<file path="config.mk">
export PLATFORM = sky130hd
export DESIGN_NAME = conv_engine
export DESIGN_NICKNAME = d
export VERILOG_FILES = /design/src/rtl/conv_pkg.sv /design/src/rtl/conv_mac_unit.sv /design/src/rtl/conv_engine.sv
export SDC_FILE = /design/constraint.sdc
export NUM_CORES = 1
export LEC_CHECK = 0
export ABC_AREA = 1
export CAP_MARGIN = 5
export CORE_MARGIN = 10
export CORE_UTILIZATION = 53
export CTS_BUF_LIST = sky130_fd_sc_hd__clkbuf_16
export DETAILED_ROUTE_END_ITERATION = 10
export MAX_ROUTING_LAYER = met4
export PLACE_DENSITY = 0.92
export REMOVE_ABC_BUFFERS = 1
export SLEW_MARGIN = 25
export SYNTH_ARGS = -nofsm -noshare
export SYNTH_HDL_FRONTEND = slang
export SYNTH_SLANG_ARGS = --single-unit
</file>
<file path="constraint.sdc">
create_clock -name clk -period 6.6 [get_ports clk]
set_input_delay 0.99 -clock clk [delete_from_list [all_inputs] [get_ports clk]]
set_output_delay 0.99 -clock clk [all_outputs]
set_load 0.005 [all_outputs]
</file>
<file path="src/rtl/conv_pkg.sv">
// conv_pkg: definitions shared by the convolution engine and its MAC unit.
//
// Contents:
//   conv_state_t  - FSM state encoding (IDLE / MAC9 / MAC4)
//   N_TERMS9      - product terms per 3x3 result
//   N_TERMS4      - product terms per 2x2 result
//   N_OUT         - results produced per kernel
//   *_DEF         - default pixel, weight and accumulator widths
//   clip8         - reduces an accumulator value to an 8-bit result
//
// Build option: CONV_SATURATE_EN. When defined, clip8 clamps values above 255
// to 255. When undefined, clip8 keeps bits [7:0] (modulo 256).
package conv_pkg;

  typedef enum logic [1:0] {
    ST_IDLE = 2'd0,
    ST_MAC9 = 2'd1,
    ST_MAC4 = 2'd2
  } conv_state_t;

  localparam int N_TERMS9  = 9;
  localparam int N_TERMS4  = 4;
  localparam int N_OUT     = 4;

  localparam int PIX_W_DEF = 4;
  localparam int W_W_DEF   = 4;
  localparam int ACC_W_DEF = 12;

  // The argument is 32 bits wide so that this one function serves any
  // ACC_W up to 32. Callers zero-extend the accumulator into it.
  function automatic logic [7:0] clip8(input logic [31:0] value);
    logic [7:0] result;
    result = value[7:0];
`ifdef CONV_SATURATE_EN
    if (|value[31:8]) begin
      result = 8'hFF;
    end
`endif
    return result;
  endfunction

endpackage

</file>
<file path="src/rtl/conv_mac_unit.sv">
// mac_unit: registered multiply-accumulate with a synchronous clear.
//
// Ports:
//   clk, resetn - clock; asynchronous active-low reset
//   clr         - clears the accumulator on the next edge (takes priority over en)
//   en          - adds a*b to the accumulator on the next edge
//   a, b        - unsigned operands
//   sum         - accumulator plus the current product (combinational). The
//                 caller can capture a finished result on the same edge that
//                 adds the final term.
module mac_unit
  import conv_pkg::*;
#(
  parameter int PIX_W = PIX_W_DEF,
  parameter int W_W   = W_W_DEF,
  parameter int ACC_W = ACC_W_DEF
) (
  input  logic             clk,
  input  logic             resetn,
  input  logic             clr,
  input  logic             en,
  input  logic [PIX_W-1:0] a,
  input  logic [W_W-1:0]   b,
  output logic [ACC_W-1:0] sum
);

  logic [PIX_W+W_W-1:0] prod;
  logic [ACC_W-1:0]     acc_q;
  logic [ACC_W-1:0]     acc_d;

  always_comb begin
    prod  = {{W_W{1'b0}}, a} * {{PIX_W{1'b0}}, b};
    sum   = acc_q + ACC_W'(prod);
    acc_d = acc_q;
    if (clr) begin
      acc_d = '0;
    end else if (en) begin
      acc_d = sum;
    end
  end

  always_ff @(posedge clk or negedge resetn) begin
    if (!resetn) begin
      acc_q <= '0;
    end else begin
      acc_q <= acc_d;
    end
  end

endmodule

</file>
<file path="src/rtl/conv_engine.sv">
// conv_engine: sequential 3x3 and 2x2 convolution over a latched 4x4 image.
// A single shared MAC unit adds one product term per clock.
//
// Ports:
//   clk, resetn   - clock; asynchronous active-low reset
//   start         - run request; accepted only while idle
//   img, k9, k4   - packed image, 3x3 kernel and 2x2 kernel (latched on start)
//   busy          - a run is in progress
//   done          - one-cycle pulse when the final result is written
//   valid         - all eight results belong to the last completed run
//   c9_11..c9_22  - 3x3 convolution results
//   c4_11..c4_22  - 2x2 convolution results (top-left 3x3 region)
//
// Build option: CONV_SATURATE_EN selects saturation (defined) or
// truncation (undefined) when results are reduced to 8 bits; see conv_pkg.
module conv_engine
  import conv_pkg::*;
#(
  parameter int PIX_W = PIX_W_DEF,
  parameter int W_W   = W_W_DEF,
  parameter int ACC_W = ACC_W_DEF
) (
  input  logic              clk,
  input  logic              resetn,
  input  logic              start,
  input  logic [16*PIX_W-1:0] img,
  input  logic [9*W_W-1:0]  k9,
  input  logic [4*W_W-1:0]  k4,
  output logic              busy,
  output logic              done,
  output logic              valid,
  output logic [7:0]        c9_11,
  output logic [7:0]        c9_12,
  output logic [7:0]        c9_21,
  output logic [7:0]        c9_22,
  output logic [7:0]        c4_11,
  output logic [7:0]        c4_12,
  output logic [7:0]        c4_21,
  output logic [7:0]        c4_22
);

  conv_state_t          state_q, state_d;
  logic                 busy_q, busy_d;
  logic                 done_q, done_d;
  logic                 valid_q, valid_d;
  logic [3:0]           term_q, term_d;
  logic [1:0]           out_q, out_d;
  logic [16*PIX_W-1:0]  img_q, img_d;
  logic [9*W_W-1:0]     k9_q, k9_d;
  logic [4*W_W-1:0]     k4_q, k4_d;
  logic [7:0]           c9_q [N_OUT];
  logic [7:0]           c9_d [N_OUT];
  logic [7:0]           c4_q [N_OUT];
  logic [7:0]           c4_d [N_OUT];

  logic [1:0]           u, v;
  logic [1:0]           row, col;
  logic [3:0]           pix_idx;
  logic [3:0]           w9_idx;
  logic [1:0]           w4_idx;
  logic [PIX_W-1:0]     pix;
  logic [W_W-1:0]       weight;
  logic                 last_term;
  logic                 last_out;
  logic                 mac_clr;
  logic                 mac_en;
  logic [ACC_W-1:0]     mac_sum;

  // Turn the term counter into kernel coordinates (u-major, then v). The
  // window origin comes from the output counter: out_q = {i-1, j-1}.
  always_comb begin
    u = 2'd0;
    v = 2'd0;
    if (state_q == ST_MAC4) begin
      u = {1'b0, term_q[1]};
      v = {1'b0, term_q[0]};
    end else begin
      case (term_q)
        4'd0:    begin u = 2'd0; v = 2'd0; end
        4'd1:    begin u = 2'd0; v = 2'd1; end
        4'd2:    begin u = 2'd0; v = 2'd2; end
        4'd3:    begin u = 2'd1; v = 2'd0; end
        4'd4:    begin u = 2'd1; v = 2'd1; end
        4'd5:    begin u = 2'd1; v = 2'd2; end
        4'd6:    begin u = 2'd2; v = 2'd0; end
        4'd7:    begin u = 2'd2; v = 2'd1; end
        default: begin u = 2'd2; v = 2'd2; end
      endcase
    end
    row     = {1'b0, out_q[1]} + u;
    col     = {1'b0, out_q[0]} + v;
    pix_idx = {row, col};
    w9_idx  = ({2'b00, u} * 4'd3) + {2'b00, v};
    w4_idx  = {u[0], v[0]};
    pix     = img_q[pix_idx*PIX_W +: PIX_W];
    weight  = (state_q == ST_MAC4) ? k4_q[w4_idx*W_W +: W_W]
                                   : k9_q[w9_idx*W_W +: W_W];
    last_term = (state_q == ST_MAC4) ? (term_q == 4'(N_TERMS4 - 1))
                                     : (term_q == 4'(N_TERMS9 - 1));
    last_out  = (out_q == 2'(N_OUT - 1));
  end

  mac_unit #(
    .PIX_W (PIX_W),
    .W_W   (W_W),
    .ACC_W (ACC_W)
  ) u_mac (
    .clk    (clk),
    .resetn (resetn),
    .clr    (mac_clr),
    .en     (mac_en),
    .a      (pix),
    .b      (weight),
    .sum    (mac_sum)
  );

  // Next-state logic. On the final term of each result, the value
  // (accumulator + last product) goes straight into its output register and
  // the accumulator is cleared in the same edge, so no bubble cycles occur.
  always_comb begin
    state_d = state_q;
    busy_d  = busy_q;
    done_d  = 1'b0;
    valid_d = valid_q;
    term_d  = term_q;
    out_d   = out_q;
    img_d   = img_q;
    k9_d    = k9_q;
    k4_d    = k4_q;
    c9_d    = c9_q;
    c4_d    = c4_q;
    mac_clr = 1'b0;
    mac_en  = 1'b0;

    case (state_q)
      ST_IDLE: begin
        if (start) begin
          img_d   = img;
          k9_d    = k9;
          k4_d    = k4;
          busy_d  = 1'b1;
          valid_d = 1'b0;
          mac_clr = 1'b1;
          term_d  = 4'd0;
          out_d   = 2'd0;
          state_d = ST_MAC9;
        end
      end

      ST_MAC9, ST_MAC4: begin
        mac_en = 1'b1;
        if (last_term) begin
          if (state_q == ST_MAC9) begin
            c9_d[out_q] = clip8(32'(mac_sum));
          end else begin
            c4_d[out_q] = clip8(32'(mac_sum));
          end
          mac_clr = 1'b1;
          term_d  = 4'd0;
          out_d   = out_q + 2'd1;
          if (last_out) begin
            if (state_q == ST_MAC9) begin
              state_d = ST_MAC4;
            end else begin
              busy_d  = 1'b0;
              valid_d = 1'b1;
              done_d  = 1'b1;
              state_d = ST_IDLE;
            end
          end
        end else begin
          term_d = term_q + 4'd1;
        end
      end

      default: begin
        state_d = ST_IDLE;
      end
    endcase
  end

  always_ff @(posedge clk or negedge resetn) begin
    if (!resetn) begin
      state_q <= ST_IDLE;
      busy_q  <= 1'b0;
      done_q  <= 1'b0;
      valid_q <= 1'b0;
      term_q  <= 4'd0;
      out_q   <= 2'd0;
      img_q   <= '0;
      k9_q    <= '0;
      k4_q    <= '0;
      c9_q    <= '{default: 8'h00};
      c4_q    <= '{default: 8'h00};
    end else begin
      state_q <= state_d;
      busy_q  <= busy_d;
      done_q  <= done_d;
      valid_q <= valid_d;
      term_q  <= term_d;
      out_q   <= out_d;
      img_q   <= img_d;
      k9_q    <= k9_d;
      k4_q    <= k4_d;
      c9_q    <= c9_d;
      c4_q    <= c4_d;
    end
  end

  assign busy  = busy_q;
  assign done  = done_q;
  assign valid = valid_q;
  assign c9_11 = c9_q[0];
  assign c9_12 = c9_q[1];
  assign c9_21 = c9_q[2];
  assign c9_22 = c9_q[3];
  assign c4_11 = c4_q[0];
  assign c4_12 = c4_q[1];
  assign c4_21 = c4_q[2];
  assign c4_22 = c4_q[3];

endmodule
</file>
# After elaboration in Yosys (flattened, before gate mapping)
# Memories as Yosys holds them, arrays and structs flattened.
# Index checks and enable logic that the tools add are counted.
# word_totals
rom_bits,32
inputBits,119
reg_bits,203
wordCells,95
memories,1
out_inout_bits,67
# classes
magnitude_cmp,2
add_sub_neg,6
n_shift,3
n_mul,2
mux,40
bitwise_logic,2
n_eq_ne,9
reduce_logical,12
# mem_list
memory,depth,width,read_ports,rd_clocked_by_memory_dff,write_ports,line,rtl
(name not given),8,4,1,0,0,conv_engine.sv:78,case (term_q)
# ops
operator,count
bitwise mux 32 bit,2
variable part select 64 x 7 -> 4 bit,1
variable part select 36 x 7 -> 4 bit,1
2-to-1 mux 12 bit,2
demux 8 bit (select 2 bit),1
2-to-1 mux 1 bit,16
2-to-1 mux 2 bit,8
2-to-1 mux 4 bit,4
variable part select 16 x 5 -> 4 bit,1
adder 12 x 8 -> 12 bit,1
AND reduction 3 bit,4
multiplier 4 x 4 -> 8 bit,1
2-to-1 mux 8 bit,1
inequality test 2 bit (second input constant),4
case mux 2 bit (2 select lines),2
case mux 4 bit (2 select lines),1
case mux 1 bit (2 select lines),3
AND reduction 5 bit,1
adder 1 x 2 -> 2 bit,2
adder 4 x 1 -> 4 bit (second input constant),1
adder 4 x 2 -> 4 bit,1
equality test 2 bit (second input constant),2
equality test 4 x 2 -> 1 bit (second input constant),1
equality test 4 bit (second input constant),1
other kinds (12),14

# Logic depth before layout (Yosys ltp)
# Gate-level depths: netlist (run 1).
# An unclocked memory read counts as a cell.
# depth
ltp_word,11
depth_mapped,33
ltp_nobuf,32

# Cells and area by module
# A second synthesis (run 1) with hierarchy kept.
# unflattened
cells_unflattened,1170
hier_area_um2,10378.7
# by_module_without_submodules
mod,cells_per_inst,area_each_um2,seq_area_each_um2,n_inst
conv_engine,977,8974.9,4779.6,1
mac_unit,193,1403.8,300.3,1

# Worst setup path before layout (run 1)
# No wires, ideal clock.
# synth_path
path_type,reg2reg
start,register state_q[0]
end,register u_mac.acc_q[4]
stages_incl_launch_ff,28
path_slack_ps,645
required_time_ps,6450
setup_time_ps,150
t_arrival_ps,5805
path_buffers,1
synth_period_minus_slack_ps,5955
path_cell_list,dfrtp_1 inv_1 ha_1 buf_6 inv_2 nand2_2 nand3_2 fa_1 inv_1 ha_1 fa_1 inv_1 nand2_1 nor2_1 nand2_1 nand2_1 o21bai_1 nand3_1 fa_1 fa_1 fa_1 inv_1 ha_1 nand2_1 nand2_1 a31oi_1 xor2_1 o21ai_0
# synth_via
elab_chain_len,10
elab_cells_between_ends,23
classes_between,add/sub: 4; mul: 2; eq/ne: 2; shift: 3; mux: 9; reduce/logical: 3
# synth_lines
item,line,rtl
start: declaration,conv_engine.sv:42,"conv_state_t state_q, state_d;"
start signal: assignment,conv_engine.sv:196,state_q <= state_d;
equality test 2 bit,--,
2-to-1 mux 2 bit,conv_engine.sv:74,if (state_q == ST_MAC4) begin
multiplier 2 x 2 -> 4 bit,conv_engine.sv:93,"w9_idx = ({2'b00, u} * 4'd3) + {2'b00, v};"
adder 4 x 2 -> 4 bit,conv_engine.sv:93,
variable part select 36 x 7 -> 4 bit,conv_engine.sv:97,: k9_q[w9_idx*W_W +: W_W];
2-to-1 mux 4 bit,conv_engine.sv:96,weight = (state_q == ST_MAC4) ? k4_q[w4_idx*W_W +: W_W]
multiplier 4 x 4 -> 8 bit,conv_mac_unit.sv:32,"prod = {{W_W{1'b0}}, a} * {{PIX_W{1'b0}}, b};"
adder 12 x 8 -> 12 bit,conv_mac_unit.sv:33,sum = acc_q + ACC_W'(prod);
2-to-1 mux 12 bit,conv_mac_unit.sv:37,end else if (en) begin
2-to-1 mux 12 bit,conv_mac_unit.sv:35,if (clr) begin
end signal: assignment,conv_mac_unit.sv:44,acc_q <= '0;
end signal: assignment,conv_mac_unit.sv:46,acc_q <= acc_d;
end: declaration,conv_mac_unit.sv:28,logic [ACC_W-1:0] acc_q;
# Parallel ways exist; a longest one is shown, timed or not. The select of a mux whose other input is x is not followed.
# A chain may end at the register's enable or synchronous reset.

# Worst setup path after layout (run 1)
# layout_path
start,register state_q[0]
end,register u_mac.acc_q[5]
# The elaborated chain is that of the path after synthesis.

==> results.md, run 1 <==
* Post-synthesis sequential area ratio at 50.37%
* Ranking of synthesized cells by area: dfrtp_1 (50%), mux2_2 (10%), nand2_1 (9.9%), inv_1 (4.2%), ha_1 (3.9%)
* Worst path bufs/invs at 7
* Final non-filler cell total at 1,477
* Crit-path leading delay family: adder cells
* First-pass GRT wire length at 41,730 um
* Per-cell routed wire length at 17.42 um
* Worst setup path class: flip-flop to flip-flop
* DRC violation count after routing at 0
* Post_cts resized at 0
* Row count at 49
* Fin Setup TNS at 0 ns
* CP Launch Type: flip-flop
* Vias at 8,070
* Initial drt markers at 586
* Critical Path RT at 6.90 ns
* Total core area at 18,150 sq um
* Vias per cell at 5.464
* Cell Area, Placed at 11,890 sq um
* Initial Util at 54.47%
* Endpoints failing setup at 0
* Hold-fix buffers, CTS at 0
* Syn. warnings at 0
* GR Overflow Total at 0
* Slowest-stage cell, CP: fa_1
* Commonest non-fill, non-tap cells in the layout: nand2_1 (260), dfrtp_1 (199), clkdlybuf4s50_1 (184)
* CP Capture Type: flip-flop
* Final Skew at 0.01603 ns
* Register bit total from synthesis at 199
* Most common cell after layout, fill and taps aside: nand2_1
* Most used cell, CP: inv_1
* Synthesized instance count at 1,062
* Fin crit period at 6.142 ns
* IO Port Bufs at 185
* Die Area at 24,520 sq um
* Met1 wire length at 10,390 um
* Post-synth top area share at 50.37%
* Max Cap Viol at 0
* Detailed Place HPWL at 18,710 um
* Unrepaired setup endpoints after global routing: false
* Met2 Wirelength at 13,410 um
* Synth cell types at 31
* Share of layout cells above drive strength 1 at 13.78%
* First-pass detailed-route iteration total at 7
* Post-CTS setup buffer count at 0
* Reg clk slew, reported paths at 0.08 ns
* Pin count of the biggest net entering global routing at 79
* Finished Cell Area at 12,530 sq um
* I/O Pins at 186
* Horiz. Die Dim at 156.6 um
* DRT Wirelength at 25,720 um
* Gpl congestion at 0.8988
* Die height at 156.6 um
* Rel. slew slack at 35.29%
* Max Used Layer: met4
* Worst Hold Class: flip-flop to flip-flop
* Initial antenna violation count at 0
* Sinks on the clock net at 199
* Antenna Nets Post-Route at 0
* Final layout net count at 1,396
* CTS Buf Count at 17
* Layout Area Growth over Synthesis at 26.73%
* Worst EP arrival at 6.44 ns
* Ant diodes at 0
* CTS tree: built
* # H-tree levels at 4
* Area leader, netlist: dfrtp_1
* Max stage delay on crit path at 0.53 ns
* F_max at 162.8 MHz
* Met3 WL post-DR at 1473 um
* Synth Area per Inst at 9.309 sq um
* Root Buffer: clkbuf_16
* Clock Latency Late Sink at 0.44 ns
* Placed insts at 1,445
* Final period utilization at 93.06%
* Bufs on Longest Clock Path at 2
* Hold Vio Cnt, Final at 0
* Total track usage at 21.74%
* Vias in the first global route at 8,376
* Status: completed
* Worst Tran Pin Value at 0.9707 ns
* Synthesized area at 9886 sq um
* Crit-path max FO at 10
* Pins over their slew limit at 0
==> synth_stat cells, drive strengths merged <==
| master | n |
|---|---|
| o21a | 1 |
| xnor2 | 2 |
| o211ai | 5 |
| nand3b | 4 |
| a31oi | 2 |
| inv | 116 |
| o21bai | 2 |
| o21ai | 83 |
| or2 | 1 |
| fa | 11 |
| nand2 | 270 |
| clkbuf | 13 |
| nor3 | 1 |
| xor2 | 7 |
| o31ai | 1 |
| dfrtp | 199 |
| a21oi | 31 |
| nand3 | 81 |
| mux2 | 91 |
| nand4 | 5 |
| buf | 26 |
| ha | 31 |
| nor2 | 79 |
==> kinds of logic after synthesis <==
group                    synth area share, %
AO/OA/AOI/OAI                          7.075
XOR/XNOR                              0.7974
adder cells (fa/ha/maj)                6.151
buffers and inverters                  6.455
flip-flops                             50.37
multiplexers                           10.37
AND/OR/NAND/NOR                        18.78
==> layout make-up <==
| type | count | area [sq um] |
|---|---|---|
| Fill cell | 1281 | 5619 |
| Sequential cell | 199 | 4980 |
| Timing Repair Buffer | 193 | 1923 |
| Inverter | 116 | 435.4 |
| Clock buffer | 17 | 425.4 |
| Tap cell | 229 | 286.5 |
| Clock inverter | 15 | 180.2 |
| Multi-Input combinational cell | 708 | 4298 |
==> final timing paths <==
kind                                        start                         end  slack (ns)  cells past startpoint
min in group asynchronous                  resetn        c9_11[2]$_DFFE_PN0P_        0.50                      1
min                          c9_11[1]$_DFFE_PN0P_        c9_11[1]$_DFFE_PN0P_        0.49                      2
max                        state_q[0]$_DFFE_PN0P_  u_mac.acc_q[5]$_DFFE_PN0P_        0.46                     28
max reg2reg                state_q[0]$_DFFE_PN0P_  u_mac.acc_q[5]$_DFFE_PN0P_        0.46                     28
max in group asynchronous                  resetn       img_q[26]$_DFFE_PN0P_        4.92                      2
min reg2reg                  c9_11[1]$_DFFE_PN0P_        c9_11[1]$_DFFE_PN0P_        0.49                      2
==> state kept, by name (all words and copies together), names as in the netlist, 4 cells and up <==
| register | count |
|---|---|
| c9_12 | 8 |
| c4_21 | 8 |
| u_mac.acc_q | 8 |
| c9_11 | 8 |
| k9_q | 36 |
| c4_11 | 8 |
| term_q | 4 |
| c4_22 | 8 |
| img_q | 64 |
| k4_q | 16 |
| c4_12 | 8 |
| c9_21 | 8 |
| c9_22 | 8 |
==> stage by stage <==
stage                     setup slack, ns  hold slack, ns  util, %
after floorplan                    0.5465          0.4491        -
after global placement             0.5302          0.4628    65.53
after detailed placement           0.2613          0.4707    65.53
after CTS                          0.2028          0.4875    68.87
after global routing              0.03343          0.5016    69.04
final                              0.4582          0.4863    69.04
==> per-layer routing <==
metal	vias to the layer above	GRT usage, %
li1	3768	-
met1	3935	24.93
met2	318	37.87
met3	49	4.441
met4	0	6.247
met5	-	-
==> worst register-to-register path: cells and delay by family, from the launching register on <==
kind | cells | cell delay, ns
buffers and inverters | 7 | 0.91
and+or+nand+nor | 9 | 1.07
AOI/OAI and AO/OA | 3 | 0.48
adders and majority gates | 8 | 3.01
DFF | 1 | 0.40
xor gates and xnor gates | 1 | 0.15
Power of run 1 is not shown: default switching activity piles up to over one toggle a cycle in this logic, so the estimate is an artifact.
==> run 2: changes to the inputs <==
--- a/config.mk
+++ b/config.mk
@@ -14,6 +14,7 @@
 export MAX_ROUTING_LAYER = met4
 export PLACE_DENSITY = 0.92
 export REMOVE_ABC_BUFFERS = 1
+export SKIP_CTS_REPAIR_TIMING = 1
 export SLEW_MARGIN = 25
 export SYNTH_ARGS = -nofsm -noshare
 export SYNTH_HDL_FRONTEND = slang
==> results of run 2 <==
Same layout as run 1: the final DEF is identical, and so are final timing and power.
Power of run 2 is left out for the same reason.
